===== src/rtl/cdc_in_arbiter.sv =====
// Shares the USB CDC IN byte stream between NUM_SRC requesters, one whole message per grant.
// Build option: define CDC_ARB_FIXED_PRIO_EN for lowest-index-wins selection instead of round-robin.
//
// state    | meaning
// ST_IDLE  | no grant; pick the next valid source when the device is configured
// ST_GRANT | source gidx_q owns the IN stream until last byte, burst limit, timeout or deconfigure
module cdc_in_arbiter #(
   parameter int NUM_SRC    = 4,
   parameter int MAX_BURST  = 16,
   parameter int TIMEOUT_MS = 3
) (
   input  logic                 clk_i,
   input  logic                 rst_i,
   input  logic [NUM_SRC*8-1:0] src_data_i,
   input  logic [NUM_SRC-1:0]   src_valid_i,
   input  logic [NUM_SRC-1:0]   src_last_i,
   output logic [NUM_SRC-1:0]   src_ready_o,
   input  logic [10:0]          frame_i,
   input  logic                 usb_configured_i,
   output logic [7:0]           in_data_o,
   output logic                 in_valid_o,
   input  logic                 in_ready_i,
   output logic [NUM_SRC-1:0]   grant_o,
   output logic                 busy_o
);

   localparam int IW = $clog2(NUM_SRC);

   typedef enum logic {ST_IDLE, ST_GRANT} state_t;

   state_t             state_q;
   logic [NUM_SRC-1:0] grant_q;
   logic [IW-1:0]      gidx_q;
   logic [IW-1:0]      rr_last_q;
   logic [7:0]         burst_q;
   logic [7:0]         burst_d;
   logic [3:0]         idle_q;
   logic [3:0]         idle_d;
   logic               frame0_q;
   logic               beat_q;
   logic [IW-1:0]      sel_idx;
   logic               sel_found;
   logic               g_valid;
   logic               g_last;
   logic               xfer;
   logic               release_c;
   logic               unused_frame;

   assign unused_frame = ^frame_i[10:1];
   assign grant_o      = grant_q;
   assign busy_o       = (state_q == ST_GRANT);
   assign g_valid      = src_valid_i[gidx_q];
   assign g_last       = src_last_i[gidx_q];
   assign xfer         = in_valid_o & in_ready_i;

   always_comb begin
      in_data_o   = '0;
      in_valid_o  = 1'b0;
      src_ready_o = '0;
      if (state_q == ST_GRANT) begin
         in_data_o           = src_data_i[{gidx_q, 3'b000} +: 8];
         in_valid_o          = g_valid & usb_configured_i;
         src_ready_o[gidx_q] = in_ready_i & usb_configured_i;
      end
   end

`ifdef CDC_ARB_FIXED_PRIO_EN
   logic unused_rr;
   assign unused_rr = ^rr_last_q;

   always_comb begin
      sel_found = 1'b0;
      sel_idx   = '0;
      for (int i = NUM_SRC - 1; i >= 0; i--) begin
         if (src_valid_i[i]) begin
            sel_found = 1'b1;
            sel_idx   = IW'(i);
         end
      end
   end
`else
   // Search starts just after the last released source so every requester gets a turn.
   always_comb begin
      sel_found = 1'b0;
      sel_idx   = '0;
      for (int i = 1; i <= NUM_SRC; i++) begin
         if (!sel_found && src_valid_i[(int'(rr_last_q) + i) % NUM_SRC]) begin
            sel_found = 1'b1;
            sel_idx   = IW'((int'(rr_last_q) + i) % NUM_SRC);
         end
      end
   end
`endif

   always_comb begin
      burst_d = burst_q + {7'd0, xfer};
      idle_d  = idle_q;
      if (g_valid) begin
         idle_d = '0;
      end else if (beat_q && idle_q != 4'(TIMEOUT_MS)) begin
         idle_d = idle_q + 4'd1;
      end
      release_c = !usb_configured_i
               || (xfer && g_last)
               || (xfer && burst_d == 8'(MAX_BURST))
               || (idle_d == 4'(TIMEOUT_MS));
   end

   always_ff @(posedge clk_i) begin
      if (rst_i) begin
         state_q   <= ST_IDLE;
         grant_q   <= '0;
         gidx_q    <= '0;
         rr_last_q <= IW'(NUM_SRC - 1);
         burst_q   <= '0;
         idle_q    <= '0;
         frame0_q  <= 1'b0;
         beat_q    <= 1'b0;
      end else begin
         frame0_q <= frame_i[0];
         beat_q   <= frame_i[0] ^ frame0_q;
         case (state_q)
            ST_IDLE: begin
               if (usb_configured_i && sel_found) begin
                  state_q <= ST_GRANT;
                  gidx_q  <= sel_idx;
                  grant_q <= NUM_SRC'(1) << sel_idx;
                  burst_q <= '0;
                  idle_q  <= '0;
               end
            end
            ST_GRANT: begin
               burst_q <= burst_d;
               idle_q  <= idle_d;
               if (release_c) begin
                  state_q   <= ST_IDLE;
                  grant_q   <= '0;
                  rr_last_q <= gidx_q;
               end
            end
            default: state_q <= ST_IDLE;
         endcase
      end
   end

endmodule


===== config.mk =====
export PLATFORM = sky130hd
export DESIGN_NAME = cdc_in_arbiter
export DESIGN_NICKNAME = d
export VERILOG_FILES = /design/src/rtl/cdc_in_arbiter.sv
export SDC_FILE = /design/constraint.sdc
export NUM_CORES = 1
export LEC_CHECK = 0
export BUFFER_PORTS_ARGS = -buffer_cell sky130_fd_sc_hd__buf_2
export CAP_MARGIN = 25
export CELL_PAD_IN_SITES_DETAIL_PLACEMENT = 1
export CELL_PAD_IN_SITES_GLOBAL_PLACEMENT = 2
export CORE_UTILIZATION = 26
export DETAILED_ROUTE_END_ITERATION = 10
export MAX_ROUTING_LAYER = met4
export PLACE_DENSITY_LB_ADDON = 0.05
export SYNTH_ARGS = -nofsm -noshare
export SYNTH_HDL_FRONTEND = slang
export SYNTH_SLANG_ARGS = --single-unit

===== constraint.sdc =====
create_clock -name clk_i -period 3.3 [get_ports clk_i]
set_input_delay 0.495 -clock clk_i [delete_from_list [all_inputs] [get_ports clk_i]]
set_output_delay 0.495 -clock clk_i [all_outputs]
set_load 0.01 [all_outputs]

==> results of run 1 <==
final timing paths:
check                           startpoint            to  slack (ns)  cells past startpoint
worst max-delay path             gidx_q[0]  rr_last_q[0]        0.41                     11
worst min-delay path            frame_i[0]      frame0_q        0.46                      2
worst max register to register   gidx_q[0]  rr_last_q[0]        0.41                     11
worst min register to register  grant_o[2]    grant_o[2]        0.47                      2
state kept, by name, indices dropped and copies added (netlist names):
signal,cells
frame0_q,1
rr_last_q,2
burst_q,8
gidx_q,2
grant_o,4
idle_q,4
beat_q,1
busy_o,1
per-layer routing:
layer | part of all wire, % | wire [µm] | GRT usage (%) | up-vias
met5 | 0 | 0 | - | -
met2 | 50 | 2467 | 26.75 | 33
met3 | 4.8 | 236 | 2.444 | 5
met1 | 44 | 2198 | 19.12 | 796
li1 | - | - | - | 850
met4 | 0.83 | 41 | 3.684 | 0
cells in the mapped netlist (all sizes together) (2+ instances only):
master	n
dfxtp	23
nor2	19
inv	7
or4	2
a211o	2
a21o	2
o21ai	12
nor2b	3
nand2b	4
nand3	9
ha	3
o22ai	2
nand2	11
xnor2	2
and2	12
o21a	3
o2111ai	2
nand3b	2
clkbuf	5
a31oi	2
buf	7
nor3b	2
a22oi	2
nand4	4
or3	2
a21oi	21
nor3	8
mux4	10
and3	3
critical path, delay by kind of cell, from the launching register on:
family / cells / cell delay, ns
buffers and inverters: 1 / 0.12
multiplexers: 1 / 0.56
AND/OR/NAND/NOR: 4 / 0.61
adder cells (fa/ha/maj): 1 / 0.24
AO/OA/AOI/OAI: 4 / 0.89
flip-flops: 1 / 0.36
cells by family (layout without fill, tap and decap cells):
kind of cell	after synthesis	count (layout)	synth area share, %
adders and majority gates	3	3	2.278
xor gates and xnor gates	2	2	1.063
muxes	11	11	14.28
AOI/OAI and AO/OA	54	54	20.05
buffers and inverters	19	78	6.530
and+or+nand+nor	85	85	27.87
DFF	23	23	27.94
layout make-up:
| class | count | share of cell area [%] |
|---|---|---|
| Multi-Input combinational cell | 155 | 52.56 |
| Sequential cell | 23 | 22.41 |
| Timing Repair Buffer | 67 | 16.93 |
| Tap cell | 75 | 4.568 |
| Clock buffer | 3 | 2.010 |
| Inverter | 7 | 1.279 |
| Clock inverter | 1 | 0.2436 |
power groups by stage:
stage,logic [mW],clock network (mW),registers (mW)
floorplan,0.121,0,0.304
global placement,0.188,0,0.303
detailed placement,0.189,0,0.303
CTS,0.189,0.198,0.297
global route,0.209,0.208,0.299
finish,0.185,0.187,0.297
per-stage QoR:
stage | setup WS, ns | hold WS (ns)
4_1_cts | 0.3837 | 0.4531
3_5_place_dp | 0.1405 | 0.4591
3_3_place_gp | 0.1316 | 0.4516
5_1_grt | 0.1893 | 0.4787
2_1_floorplan | 0.4116 | 0.4612
6_report | 0.4052 | 0.4612
==> key figures, run 1 <==
Status
  • Outcome: finished clean

Logic synthesis
  • Mapped Area: 0.001648 mm²
  • Cells after Synth: 197
  • Synthesized area per cell: 8.365 µm²
  • Register area share after synthesis: 27.94%
  • Post-synth EDFFs: 0
  • Yosys top cell area share: 27.94%
  • Most used DFF post-synth: dfxtp_1
  • Largest cells by area after synthesis: dfxtp_1 (28%), mux4_2 (14%), a21oi_1 (6.4%)
  • Seq cells post-synth: 23
  • Syn nets: 255
  • Synth Warn #: 0
  • Post-synthesis async set-or-reset flop share: 0%
  • Netlist cell types: 47
  • Yosys top cell by area: dfxtp_1

Global routing
  • All-layer global routing usage: 15.60%
  • Vias in the first global route: 1595
  • Grt total ovfl: 0
  • First-pass GRT wire length: 7776 µm
  • Pin count of the biggest net entering global routing: 24
  • Initial antenna violation count: 0

Finish
  • Area Overhead vs Synth: 24.68%
  • Multi-input gate area: 0.001080 mm²
  • Layout cell share with drive strength beyond 1: 33.59%
  • Post-Route Utilization: 34.09%
  • Non-filler cells in the finished layout: 331
  • Commonest non-fill, non-tap cell in the layout: buf_2
  • Fillers: 763
  • Number of diodes: 0
  • Most frequent cells in the layout: buf_2 (62), dfxtp_1 (23), a21oi_1 (21)
  • Final #Nets: 315
  • Design area: 0.002054 mm²
  • Reg area: 460.4 µm²

Power
  • P_sw: 0.2073 mW
  • Maximum vdd drop: 0.1225 mV
  • P_int: 0.4612 mW
  • Sequential Power Share: 44.4%
  • Pwr Total: 0.6685 mW
  • Cell Pwr Density: 325.4 mW/mm²
  • Switching part of the total: 31.01%
  • Logic pwr share: 27.6%
  • Leak: 0.8624 nW
  • Clock power share: 28.0%

Critical path
  • Crit end category: flop
  • Largest stage delay on the critical path: 0.56 ns
  • Critical path arrival: 3.06 ns
  • Critical path's slowest cell: mux4_2
  • WP data required: 3.47 ns
  • Critical path launch point type: flop
  • Crit path cell chain: mux4_2 > inv_1 > nor2_1 > ha_1 > or3_1 > nand2_1 > a31oi_1 > a2111o_1 > o21a_2 > and2_0 > a211o_1
  • Critical path class: flop to flop
  • Max FO, Critical Path: 6

Timing
  • Min Tclk post-route: 2.895 ns
  • Fin Clk Skew: 0.007555 ns
  • Worst-margin pin slew: 0.5558 ns
  • Slew Limit Headroom: 62.63%
  • Final setup viols: 0
  • Pins Over Slew Limit: 0
  • Period utilization: 87.72%
  • RSZ-0062 raised after global routing: false
  • Fin Setup TNS: 0 ns
  • Final Hold Viols: 0
  • Fmax: 0.3455 GHz

Floorplanning
  • Starting Density: 27.35%
  • DIE HEIGHT: 81.61 µm
  • Boundary pin count: 73
  • Core area: 0.006026 mm²
  • Die X: 81.61 µm
  • DIE AREA: 0.006660 mm²
  • Num rows: 28

Placed design
  • Placed cell count: 327
  • GPL Wtd Cong: 0.7864
  • Post-detail-place hpwl: 3744 µm
  • Placed Area: 0.002008 mm²
  • Port Buffers: 62

Clock tree
  • Worst-skew pair later-pin latency: 0.27 ns
  • H-tree levels: 1
  • Clock Root Buffer: clkbuf_8
  • Bufs on Longest Clock Path: 2
  • Clk sinks: 23
  • CTS tree: yes
  • Post-CTS resize count: 0
  • CTS Buf Count: 3
  • CTS clock-pin slew for the worst setup and hold paths: 0.09 ns
  • Post-CTS Setup Repair Bufs: 0
  • Hold_buf cts: 0

Drt
  • Vias per Instance: 5.088
  • Pre-antenna DRT Iters: 4
  • Initial DRC Count: 26
  • Routed len/inst: 14.93 µm
  • Routed Antenna Nets: 0
  • Final WL: 4943 µm
  • Via count of the routed design: 1684
  • Number of remaining DRC errors: 0

Hold path
  • Hold Path Class: input port to flop

Run
  • Max Cap Violations: 0
(Power assumes the default switching activity.)
==> run 2, diff against run 1 <==
Clock period 3.3 ns to 3.2 ns, I/O delays scaled along.
==> key figures, run 2 (synthesized netlist as in run 1, its figures left out) <==
Drt
  • Via count of the routed design: 1709
  • Final WL: 4915 µm
  • Vias per Instance: 5.148
  • Pre-antenna DRT Iters: 4
  • Metal3 WL: 228 µm
  • Routed len/inst: 14.80 µm
  • Met2 routed WL: 2440 µm
  • Routed Antenna Nets: 0
  • Uppermost routed layer: met4
  • Number of remaining DRC errors: 0
  • Initial DRC Count: 39
  • Post-route met1 wirelength: 2192 µm

Critical path
  • CP top delay family: compound AO/OA/AOI/OAI gates
  • WP buf/inv: 1
  • Max FO, Critical Path: 6
  • Crit path cell chain: mux4_2 > inv_1 > nor2_1 > ha_1 > or3_1 > nand2_1 > a31oi_1 > a2111o_1 > o21a_2 > and2_0 > a211o_1
  • Critical path class: flop to flop
  • Critical path arrival: 3.01 ns
  • Largest stage delay on the critical path: 0.52 ns
  • Critical path's slowest cell: mux4_2
  • Crit end category: flop
  • WP data required: 3.35 ns
  • Critical path launch point type: flop

Placed design
  • Port Buffers: 62
  • GPL Wtd Cong: 0.7645
  • Pre-CTS WS: 0.09145 ns
  • Post-detail-place hpwl: 3768 µm
  • Placed cell count: 328

Power
  • Leak: 0.8672 nW
  • P_sw: 0.2062 mW
  • Logic pwr share: 28.1%
  • Pwr Total: 0.6836 mW
  • Cell Pwr Density: 331.5 mW/mm²
  • P_int: 0.4773 mW
  • Maximum vdd drop: 0.2349 mV
  • Switching part of the total: 30.17%
  • Sequential Power Share: 44.7%
  • Clock power share: 27.2%

Finish
  • Final #Nets: 316
  • Max reg flops: 8
  • Fillers: 761
  • Post-Route Utilization: 34.22%
  • Layout cell share with drive strength beyond 1: 33.85%
  • Most frequent cells in the layout: buf_2 (62), dfxtp_1 (23), a21oi_1 (21)
  • Number of diodes: 0
  • Multi-input gate area: 0.001080 mm²
  • Area Overhead vs Synth: 25.13%
  • Non-filler cells in the finished layout: 332
  • Most flops, register: burst_q
  • Commonest non-fill, non-tap cell in the layout: buf_2
  • Reg area: 460.4 µm²

Clock tree
  • Clk sinks: 23
  • CTS tree: yes
  • Clock Root Buffer: clkbuf_8
  • Worst-skew pair later-pin latency: 0.27 ns
  • Post-CTS resize count: 0
  • Bufs on Longest Clock Path: 2
  • CTS clock-pin slew for the worst setup and hold paths: 0.09 ns
  • Post-CTS Setup Repair Bufs: 0
  • Hold_buf cts: 0
  • H-tree levels: 1
  • CTS Buf Count: 3

Timing
  • Final setup viols: 0
  • Final worst setup slack: 0.3445 ns
  • Fin Setup TNS: 0 ns
  • Fin Clk Skew: 0.01342 ns
  • Pins Over Slew Limit: 0
  • Fmax: 0.3502 GHz
  • Period utilization: 89.23%
  • Final Hold Viols: 0
  • Worst-margin pin slew: 0.5582 ns
  • Slew Limit Headroom: 62.50%
  • Min Tclk post-route: 2.855 ns
  • RSZ-0062 raised after global routing: false

Run
  • Max Cap Violations: 0

Global routing
  • Pin count of the biggest net entering global routing: 24
  • All-layer global routing usage: 15.89%
  • Initial antenna violation count: 0
  • First-pass GRT wire length: 7928 µm
  • Grt total ovfl: 0
  • Vias in the first global route: 1633

Floorplanning
  • DIE HEIGHT: 81.61 µm
  • Num rows: 28
  • Core area: 0.006026 mm²
  • Die X: 81.61 µm
  • DIE AREA: 0.006660 mm²
  • Boundary pin count: 73
  • Starting Density: 27.35%

Hold path
  • Hold Path Class: input port to flop

Status
  • Outcome: finished clean
[run 2: path summary, 6_finish.rpt]
kind | cells after the start | endpoint | slack, ns | from
worst max-delay path | 11 | rr_last_q[0] | 0.34 | gidx_q[0]
worst min-delay path | 2 | frame0_q | 0.45 | frame_i[0]
worst max register to register | 11 | rr_last_q[0] | 0.34 | gidx_q[0]
worst min register to register | 2 | grant_o[0] | 0.47 | grant_o[0]
[run 2: power by group through the flow]
| stage | Clock [mW] | Sequential [mW] | Combinational, mW |
|---|---|---|---|
| after global placement | 0 | 0.313 | 0.196 |
| after detailed placement | 0 | 0.313 | 0.196 |
| final | 0.186 | 0.306 | 0.192 |
| after global routing | 0.210 | 0.308 | 0.217 |
| after CTS | 0.201 | 0.306 | 0.197 |
| after floorplan | 0 | 0.313 | 0.125 |
[run 2: final cells by class]
type	instances	share of cell area (%)
inverters	7	1.274
multi-input cells	155	52.37
clock buffers	3	2.002
flip-flops and latches	23	22.33
clock inverters	1	0.2427
well taps	75	4.551
repair buffers	68	17.23
[run 2: metrics by stage]
step,instance area [µm²],hold slack [ns]
after floorplan,1648,0.4612
after detailed placement,2016,0.4559
final,2062,0.4450
after global placement,2016,0.4525
after global routing,2062,0.4617
after CTS,2062,0.4394
[run 2: routing by layer]
layer	vias to the layer above	track usage, %
met4	0	3.509
met2	33	26.58
met5	-	-
met3	6	2.778
li1	851	-
met1	819	19.96
